<file path="config.mk">
export PLATFORM = sky130hd
export DESIGN_NAME = load_use_hazard_ctrl_flat
export DESIGN_NICKNAME = d
export VERILOG_FILES = /design/src/rtl/mips_pipe_pkg.sv /design/src/rtl/load_use_hazard_ctrl_if.sv /design/src/rtl/sat_counter.sv /design/src/rtl/load_use_hazard_ctrl.sv /design/src/flat_wrapper.sv
export SDC_FILE = /design/constraint.sdc
export NUM_CORES = 1
export LEC_CHECK = 0
export CAP_MARGIN = 10
export CORE_MARGIN = 10
export CORE_UTILIZATION = 41
export DETAILED_ROUTE_END_ITERATION = 6
export PLACE_DENSITY = 0.85
export SYNTH_ARGS = -nofsm -noshare
export SYNTH_HDL_FRONTEND = slang
export SYNTH_SLANG_ARGS = --single-unit
</file>
<file path="constraint.sdc">
create_clock -name clk -period 2.6 [get_ports clk]
set_clock_uncertainty 0.2 [all_clocks]
set_input_delay 0.65 -clock clk [delete_from_list [all_inputs] [get_ports clk]]
set_output_delay 0.65 -clock clk [all_outputs]
set_load 0.05 [all_outputs]
</file>
<file path="src/rtl/mips_pipe_pkg.sv">
// Shared definitions for the 5-stage MIPS pipeline control blocks.
package mips_pipe_pkg;

  localparam int unsigned REG_AW_DEF = 5;
  localparam int unsigned ZERO_REG   = 0;

  typedef enum logic [0:0] {
    IDLE    = 1'b0,
    LU_WAIT = 1'b1
  } lu_state_t;

endpackage

</file>
<file path="src/rtl/load_use_hazard_ctrl_if.sv">
// ID/EX hazard bundle: dependency inputs from the pipeline and the control outputs back to it.
interface load_use_hazard_ctrl_if #(
  parameter int unsigned REG_AW = 5
) ();

  logic [REG_AW-1:0] id_rs;
  logic [REG_AW-1:0] id_rt;
  logic              id_uses_rs;
  logic              id_uses_rt;
  logic [REG_AW-1:0] ex_rt;
  logic              ex_mem_read;
  logic              mem_busy;
  logic              branch_taken;

  logic              pc_write;
  logic              ifid_write;
  logic              ifid_flush;
  logic              idex_bubble;
  logic              pipe_hold;
  logic              lu_active;

  modport master (
    output id_rs, id_rt, id_uses_rs, id_uses_rt, ex_rt, ex_mem_read, mem_busy, branch_taken,
    input  pc_write, ifid_write, ifid_flush, idex_bubble, pipe_hold, lu_active
  );

  modport slave (
    input  id_rs, id_rt, id_uses_rs, id_uses_rt, ex_rt, ex_mem_read, mem_busy, branch_taken,
    output pc_write, ifid_write, ifid_flush, idex_bubble, pipe_hold, lu_active
  );

endinterface

</file>
<file path="src/rtl/sat_counter.sv">
// Saturating up-counter with synchronous clear; shared by the performance counters.
module sat_counter #(
  parameter int unsigned CNT_W = 16
) (
  input  logic             clk,
  input  logic             reset_n,
  input  logic             inc,
  input  logic             clr,
  output logic [CNT_W-1:0] cnt
);

  always_ff @(posedge clk or negedge reset_n) begin
    if (!reset_n) begin
      cnt <= '0;
    end else if (clr) begin
      cnt <= '0;
    end else if (inc && (cnt != '1)) begin
      cnt <= cnt + 1'b1;
    end
  end

endmodule

</file>
<file path="src/rtl/load_use_hazard_ctrl.sv">
// Load-use hazard controller: multi-cycle bubble insertion, memory-busy freeze,
// taken-branch IF/ID flush and a saturating stall-cycle counter.
module load_use_hazard_ctrl
  import mips_pipe_pkg::*;
#(
  parameter int unsigned REG_AW      = REG_AW_DEF,
  parameter int unsigned LOAD_LAT    = 1,
  parameter bit          ZERO_EXEMPT = 1'b1,
  parameter int unsigned CNT_W       = 16
) (
  input  logic                 clk,
  input  logic                 reset_n,
  load_use_hazard_ctrl_if.slave hz,
  input  logic                 cnt_clr,
  output logic [CNT_W-1:0]     stall_cnt
);

  lu_state_t  state, state_nxt;
  logic [3:0] rem, rem_nxt;

  logic hit;
  logic zero_dst;
  logic pc_write, ifid_write, ifid_flush, idex_bubble, pipe_hold, lu_active;

  assign zero_dst = ZERO_EXEMPT && (hz.ex_rt == REG_AW'(ZERO_REG));
  assign hit = hz.ex_mem_read
             & ((hz.id_uses_rs & (hz.ex_rt == hz.id_rs)) |
                (hz.id_uses_rt & (hz.ex_rt == hz.id_rt)))
             & ~zero_dst;

  always_ff @(posedge clk or negedge reset_n) begin
    if (!reset_n) begin
      state <= IDLE;
      rem   <= '0;
    end else begin
      state <= state_nxt;
      rem   <= rem_nxt;
    end
  end

  always_comb begin
    state_nxt   = state;
    rem_nxt     = rem;
    pc_write    = 1'b1;
    ifid_write  = 1'b1;
    ifid_flush  = 1'b0;
    idex_bubble = 1'b0;
    pipe_hold   = 1'b0;
    lu_active   = 1'b0;

    if (hz.mem_busy) begin
      // Whole pipeline frozen; FSM and rem keep their values.
      pc_write   = 1'b0;
      ifid_write = 1'b0;
      pipe_hold  = 1'b1;
      lu_active  = (state == LU_WAIT);
    end else begin
      unique case (state)
        IDLE: begin
          if (hit) begin
            pc_write    = 1'b0;
            ifid_write  = 1'b0;
            idex_bubble = 1'b1;
            lu_active   = 1'b1;
            if (LOAD_LAT > 1) begin
              state_nxt = LU_WAIT;
              rem_nxt   = 4'(LOAD_LAT - 1);
            end
          end else if (hz.branch_taken) begin
            ifid_flush = 1'b1;
          end
        end
        LU_WAIT: begin
          pc_write    = 1'b0;
          ifid_write  = 1'b0;
          idex_bubble = 1'b1;
          lu_active   = 1'b1;
          rem_nxt     = rem - 1'b1;
          if (rem == 4'd1) state_nxt = IDLE;
        end
        default: state_nxt = IDLE;
      endcase
    end

    // Reset forces a safe bubble state regardless of inputs.
    if (!reset_n) begin
      pc_write    = 1'b0;
      ifid_write  = 1'b0;
      ifid_flush  = 1'b0;
      idex_bubble = 1'b1;
      pipe_hold   = 1'b0;
      lu_active   = 1'b0;
    end
  end

  assign hz.pc_write    = pc_write;
  assign hz.ifid_write  = ifid_write;
  assign hz.ifid_flush  = ifid_flush;
  assign hz.idex_bubble = idex_bubble;
  assign hz.pipe_hold   = pipe_hold;
  assign hz.lu_active   = lu_active;

  sat_counter #(
    .CNT_W(CNT_W)
  ) u_stall_cnt (
    .clk     (clk),
    .reset_n (reset_n),
    .inc     (~pc_write),
    .clr     (cnt_clr),
    .cnt     (stall_cnt)
  );

endmodule

</file>
<file path="src/flat_wrapper.sv">
// flat-port wrapper written by rule: the top's interface ports become plain ports
module load_use_hazard_ctrl_flat import mips_pipe_pkg::*;
#(
  parameter int unsigned REG_AW      = REG_AW_DEF,
  parameter int unsigned LOAD_LAT    = 1,
  parameter bit          ZERO_EXEMPT = 1'b1,
  parameter int unsigned CNT_W       = 16
)
  (clk, reset_n, cnt_clr, stall_cnt, hz_id_rs, hz_id_rt, hz_id_uses_rs, hz_id_uses_rt, hz_ex_rt, hz_ex_mem_read, hz_mem_busy, hz_branch_taken, hz_pc_write, hz_ifid_write, hz_ifid_flush, hz_idex_bubble, hz_pipe_hold, hz_lu_active);
  load_use_hazard_ctrl_if #(.REG_AW(REG_AW)) hz_i ();
  input  logic clk;
  input  logic reset_n;
  input  logic cnt_clr;
  output logic [CNT_W-1:0] stall_cnt;
  input wire logic [$bits(hz_i.id_rs)-1:0] hz_id_rs;
  input wire logic [$bits(hz_i.id_rt)-1:0] hz_id_rt;
  input wire logic [$bits(hz_i.id_uses_rs)-1:0] hz_id_uses_rs;
  input wire logic [$bits(hz_i.id_uses_rt)-1:0] hz_id_uses_rt;
  input wire logic [$bits(hz_i.ex_rt)-1:0] hz_ex_rt;
  input wire logic [$bits(hz_i.ex_mem_read)-1:0] hz_ex_mem_read;
  input wire logic [$bits(hz_i.mem_busy)-1:0] hz_mem_busy;
  input wire logic [$bits(hz_i.branch_taken)-1:0] hz_branch_taken;
  output wire logic [$bits(hz_i.pc_write)-1:0] hz_pc_write;
  output wire logic [$bits(hz_i.ifid_write)-1:0] hz_ifid_write;
  output wire logic [$bits(hz_i.ifid_flush)-1:0] hz_ifid_flush;
  output wire logic [$bits(hz_i.idex_bubble)-1:0] hz_idex_bubble;
  output wire logic [$bits(hz_i.pipe_hold)-1:0] hz_pipe_hold;
  output wire logic [$bits(hz_i.lu_active)-1:0] hz_lu_active;
  assign hz_i.id_rs = hz_id_rs;
  assign hz_i.id_rt = hz_id_rt;
  assign hz_i.id_uses_rs = hz_id_uses_rs;
  assign hz_i.id_uses_rt = hz_id_uses_rt;
  assign hz_i.ex_rt = hz_ex_rt;
  assign hz_i.ex_mem_read = hz_ex_mem_read;
  assign hz_i.mem_busy = hz_mem_busy;
  assign hz_i.branch_taken = hz_branch_taken;
  assign hz_pc_write = hz_i.pc_write;
  assign hz_ifid_write = hz_i.ifid_write;
  assign hz_ifid_flush = hz_i.ifid_flush;
  assign hz_idex_bubble = hz_i.idex_bubble;
  assign hz_pipe_hold = hz_i.pipe_hold;
  assign hz_lu_active = hz_i.lu_active;
  load_use_hazard_ctrl #(.REG_AW(REG_AW), .LOAD_LAT(LOAD_LAT), .ZERO_EXEMPT(ZERO_EXEMPT), .CNT_W(CNT_W)) u_core (.clk(clk), .reset_n(reset_n), .hz(hz_i), .cnt_clr(cnt_clr), .stall_cnt(stall_cnt));
endmodule
</file>
==> results.tsv, run 1 <==
stage	metric	value	unit
drt	dr.pass1.iters	4	
placement	routabilityCongestion	0.829	
global_routing	grt_max_degree	21	
setup_path	crit_fanout	3	
setup_path	r2r_cells	5	
clock_tree	htreeDepth	1	
clock_tree	cts.path.max_buffers	2	
floorplan	rows	20	
layout	utilization	71.2	%
drt	vias_per_cell	5.49	
floorplan	die_y	77.9	um
layout	mostFrequentLayoutCells	22 x clkdlybuf4s50_1, 21 x dfrtp_1, 16 x buf_4, 13 x nand3_1, 11 x nand2_1	
sta	period_share	109	%
setup_path	worstPathArrival	1990	ps
layout	area_delta_synth_final	62.3	%
logic_synthesis	syn-cell-area	1370	sq um
clock_tree	cts_root_buf	clkbuf_4	
sta	layout_setup_ws	-238	ps
placement	hpwl	3070	um
floorplan	fp.dieW	77.9	um
logic_synthesis	synth-compound-area-share	16.0	%
flow_run	drv_cap	0	
sta	rsz0062_at_grt	true	
layout	final_common_cell	clkdlybuf4s50_1	
sta	fmax	352	MHz
sta	worst_pin_slew	529	ps
floorplan	dieArea	6060	sq um
layout	drive_gt1_share	32.1	%
drt	wirelength	4220	um
layout	fill_cells	218	
clock_tree	cts_hold_buf	0	
setup_path	critical_path.startpoint	hz_ex_rt[2]	
logic_synthesis	synth_top_family_by_area	simple AND/OR/NAND/NOR gates	
layout	seqCellArea	526	sq um
sta	slew_headroom	64.6	%
setup_path	required	1750	ps
drt	wl_per_cell	16.1	um
global_routing	grt_pass1_vias	1348	
global_routing	grt_usage	12.8	%
floorplan	ioPinCount	45	
logic_synthesis	synth_adder_area_share	2.73	%
clock_tree	cts_tree	built	
global_routing	use_met1	16.1	%
setup_path	critical_path_class	primary input to output port	
power	ir_drop	0.267	mV
logic_synthesis	synth-xor-area-share	8.30	%
logic_synthesis	ys_types	40	
min_path	worstHoldPathType	flop to flop	
layout	antenna_cells	0	
clock_tree	path_clk_slew	110	ps
sta	finalHoldViolations	0	
logic_synthesis	ys_seq_elements	21	
clock_tree	cts_num_sinks	21	
clock_tree	cts_buffers	3	
sta	setup_viol_count_final	5	
logic_synthesis	ys_warn_count	0	
logic_synthesis	synthSimpleGateAreaFrac	25.5	%
logic_synthesis	syn_area_per_cell	8.97	sq um
layout	finish.instance_area	2230	sq um
setup_path	crit_end	hz_ifid_flush	
setup_path	reg2reg_to	u_core.u_stall_cnt.cnt[4]	
drt	vias	1438	
logic_synthesis	synth_mux_area_share	2.73	%
global_routing	met2_usage	21.4	%
placement	place_area	2010	sq um
sta	final_max_slew_viol_count	0	
run_status	violations	negative setup slack	
layout	final_nets	245	
clock_tree	clk_latency	300	ps
layout	multi_input_area	876	sq um
global_routing	grt_pass1_wl	6620	um
setup_path	cp-end-kind	output port	
logic_synthesis	syn_inst	153	
drt	drt_first_iter_violations	83	
placement	numPortBuffers	44	
sta	min_period	2840	ps
run_status	status	finished with violations	
drt	ant_nets	0	
global_routing	grt-ovfl-total	0	
power	p_per_area	477	nW/um^2
setup_path	worst_setup_path_start_kind	primary input	
drt	drc	0	
logic_synthesis	synth_nets	179	
setup_path	reg2reg_from	u_core.u_stall_cnt.cnt[3]	
logic_synthesis	yosysSeqAreaShare	38.3	%
setup_path	r2r_setup_slack	330	ps
global_routing	grt_antenna_before_repair	0	
floorplan	start_util	43.9	%
power	leakage	0.931	nW
global_routing	grt.busiest_layer	met2	
global_routing	grt.met3_usage	3.46	%
floorplan	coreArea	3130	sq um
## Yosys cell counts (all sizes together)
cell type,n,area share [%]
a21oi,12,4.4
nor2,10,2.7
xnor2,12,7.7
or4,8,4.4
mux2,3,2.7
nand4b,1,0.64
inv,10,2.9
dfrtp,21,38
nand3,13,4.7
o22ai,1,0.91
nor3,3,1.5
clkbuf,1,0.27
buf,6,3.2
nor2b,3,1.4
o21bai,1,0.55
o311a,1,0.73
o21ai,5,1.8
or3,1,0.46
a31oi,3,1.4
nand4,4,1.8
xor2,1,0.64
a31o,1,0.64
o31ai,7,3.8
a21bo,1,1.2
nor4,3,1.8
ha,3,2.7
and3,3,1.4
nand2b,1,0.46
o41ai,1,0.64
and4,2,1.3
nand2,11,3.0
## registers in the layout, indices dropped and copies added, names as in the netlist
register	flops
u_core.u_stall_cnt.cnt	16
u_core.state	1
u_core.rem	4
## area by class of cell
class                   count  share of cell area (%)
well taps                  44                    2.47
clock buffers               4                    1.18
flip-flops and latches     21                    23.6
inverters                  10                    1.80
repair buffers             68                    31.6
multi-input cells         115                    39.3
## stage by stage
stage                     setup TNS, ps  instances  total power, mW  setup WS, ps  hold slack, ps
after global routing              -1530        262             1.12          -275             304
after global placement            -8660        252            0.835          -593             260
after floorplan                    -783        153            0.672          -323             154
after CTS                          -999        257             1.00          -269             285
after detailed placement          -9340        252            0.845          -623             264
final                              -982        262             1.06          -238             284
## cells by family (layout without fill, tap and decap cells)
group | after synthesis | in the layout
simple gates | 63 | 63
compound gates | 33 | 33
flops | 21 | 21
buf+inv | 17 | 82
xor+xnor | 13 | 13
fa+ha+maj | 3 | 3
mux | 3 | 3
## power by group
part           internal (mW)  switching (mW)
sequential             0.373          0.0465
combinational          0.243           0.244
clock                 0.0599          0.0960
## repair_timing
| item | in CTS | in global routing |
|---|---|---|
| pin swaps | 20 | 18 |
| buffers inserted | 1 | 4 |
| resized for setup | 32 | 38 |
| cloned | 0 | 1 |
| setup endpoints to repair | 20 | 16 |
## how the worst min path moves through the flow
stage	to	from	cells after the start	slack [ps]
after floorplan	u_core.rem[0]	reset_n	0	150
after global placement	u_core.rem[3]	u_core.rem[3]	1	260
after detailed placement	u_core.rem[3]	u_core.rem[3]	1	260
after CTS	u_core.rem[3]	u_core.rem[3]	1	290
after global routing	u_core.rem[3]	u_core.rem[3]	1	300
final	u_core.rem[3]	u_core.rem[3]	1	280
## metal layers
metal / vias up / wire length (um)
met3: 4 / 252
met5: - / 0
met1: 700 / 1700
met2: 43 / 2210
met4: 0 / 55
li1: 691 / -
## critical path: stages
cell and delay (ps):
buf_6 90, or4_4 530, o21ai_2 140, inv_2 70, a21oi_2 140, and4_4 240, buf_12 130
No activity file was read; power rests on OpenSTA's default activity.
==> run 2: changes to the inputs <==
- HOLD_SLACK_MARGIN: unset -> 0.08
- RECOVER_POWER: unset -> 25
==> results of run 2 <==
Final layout, timing and power as in run 1 (identical DEF).
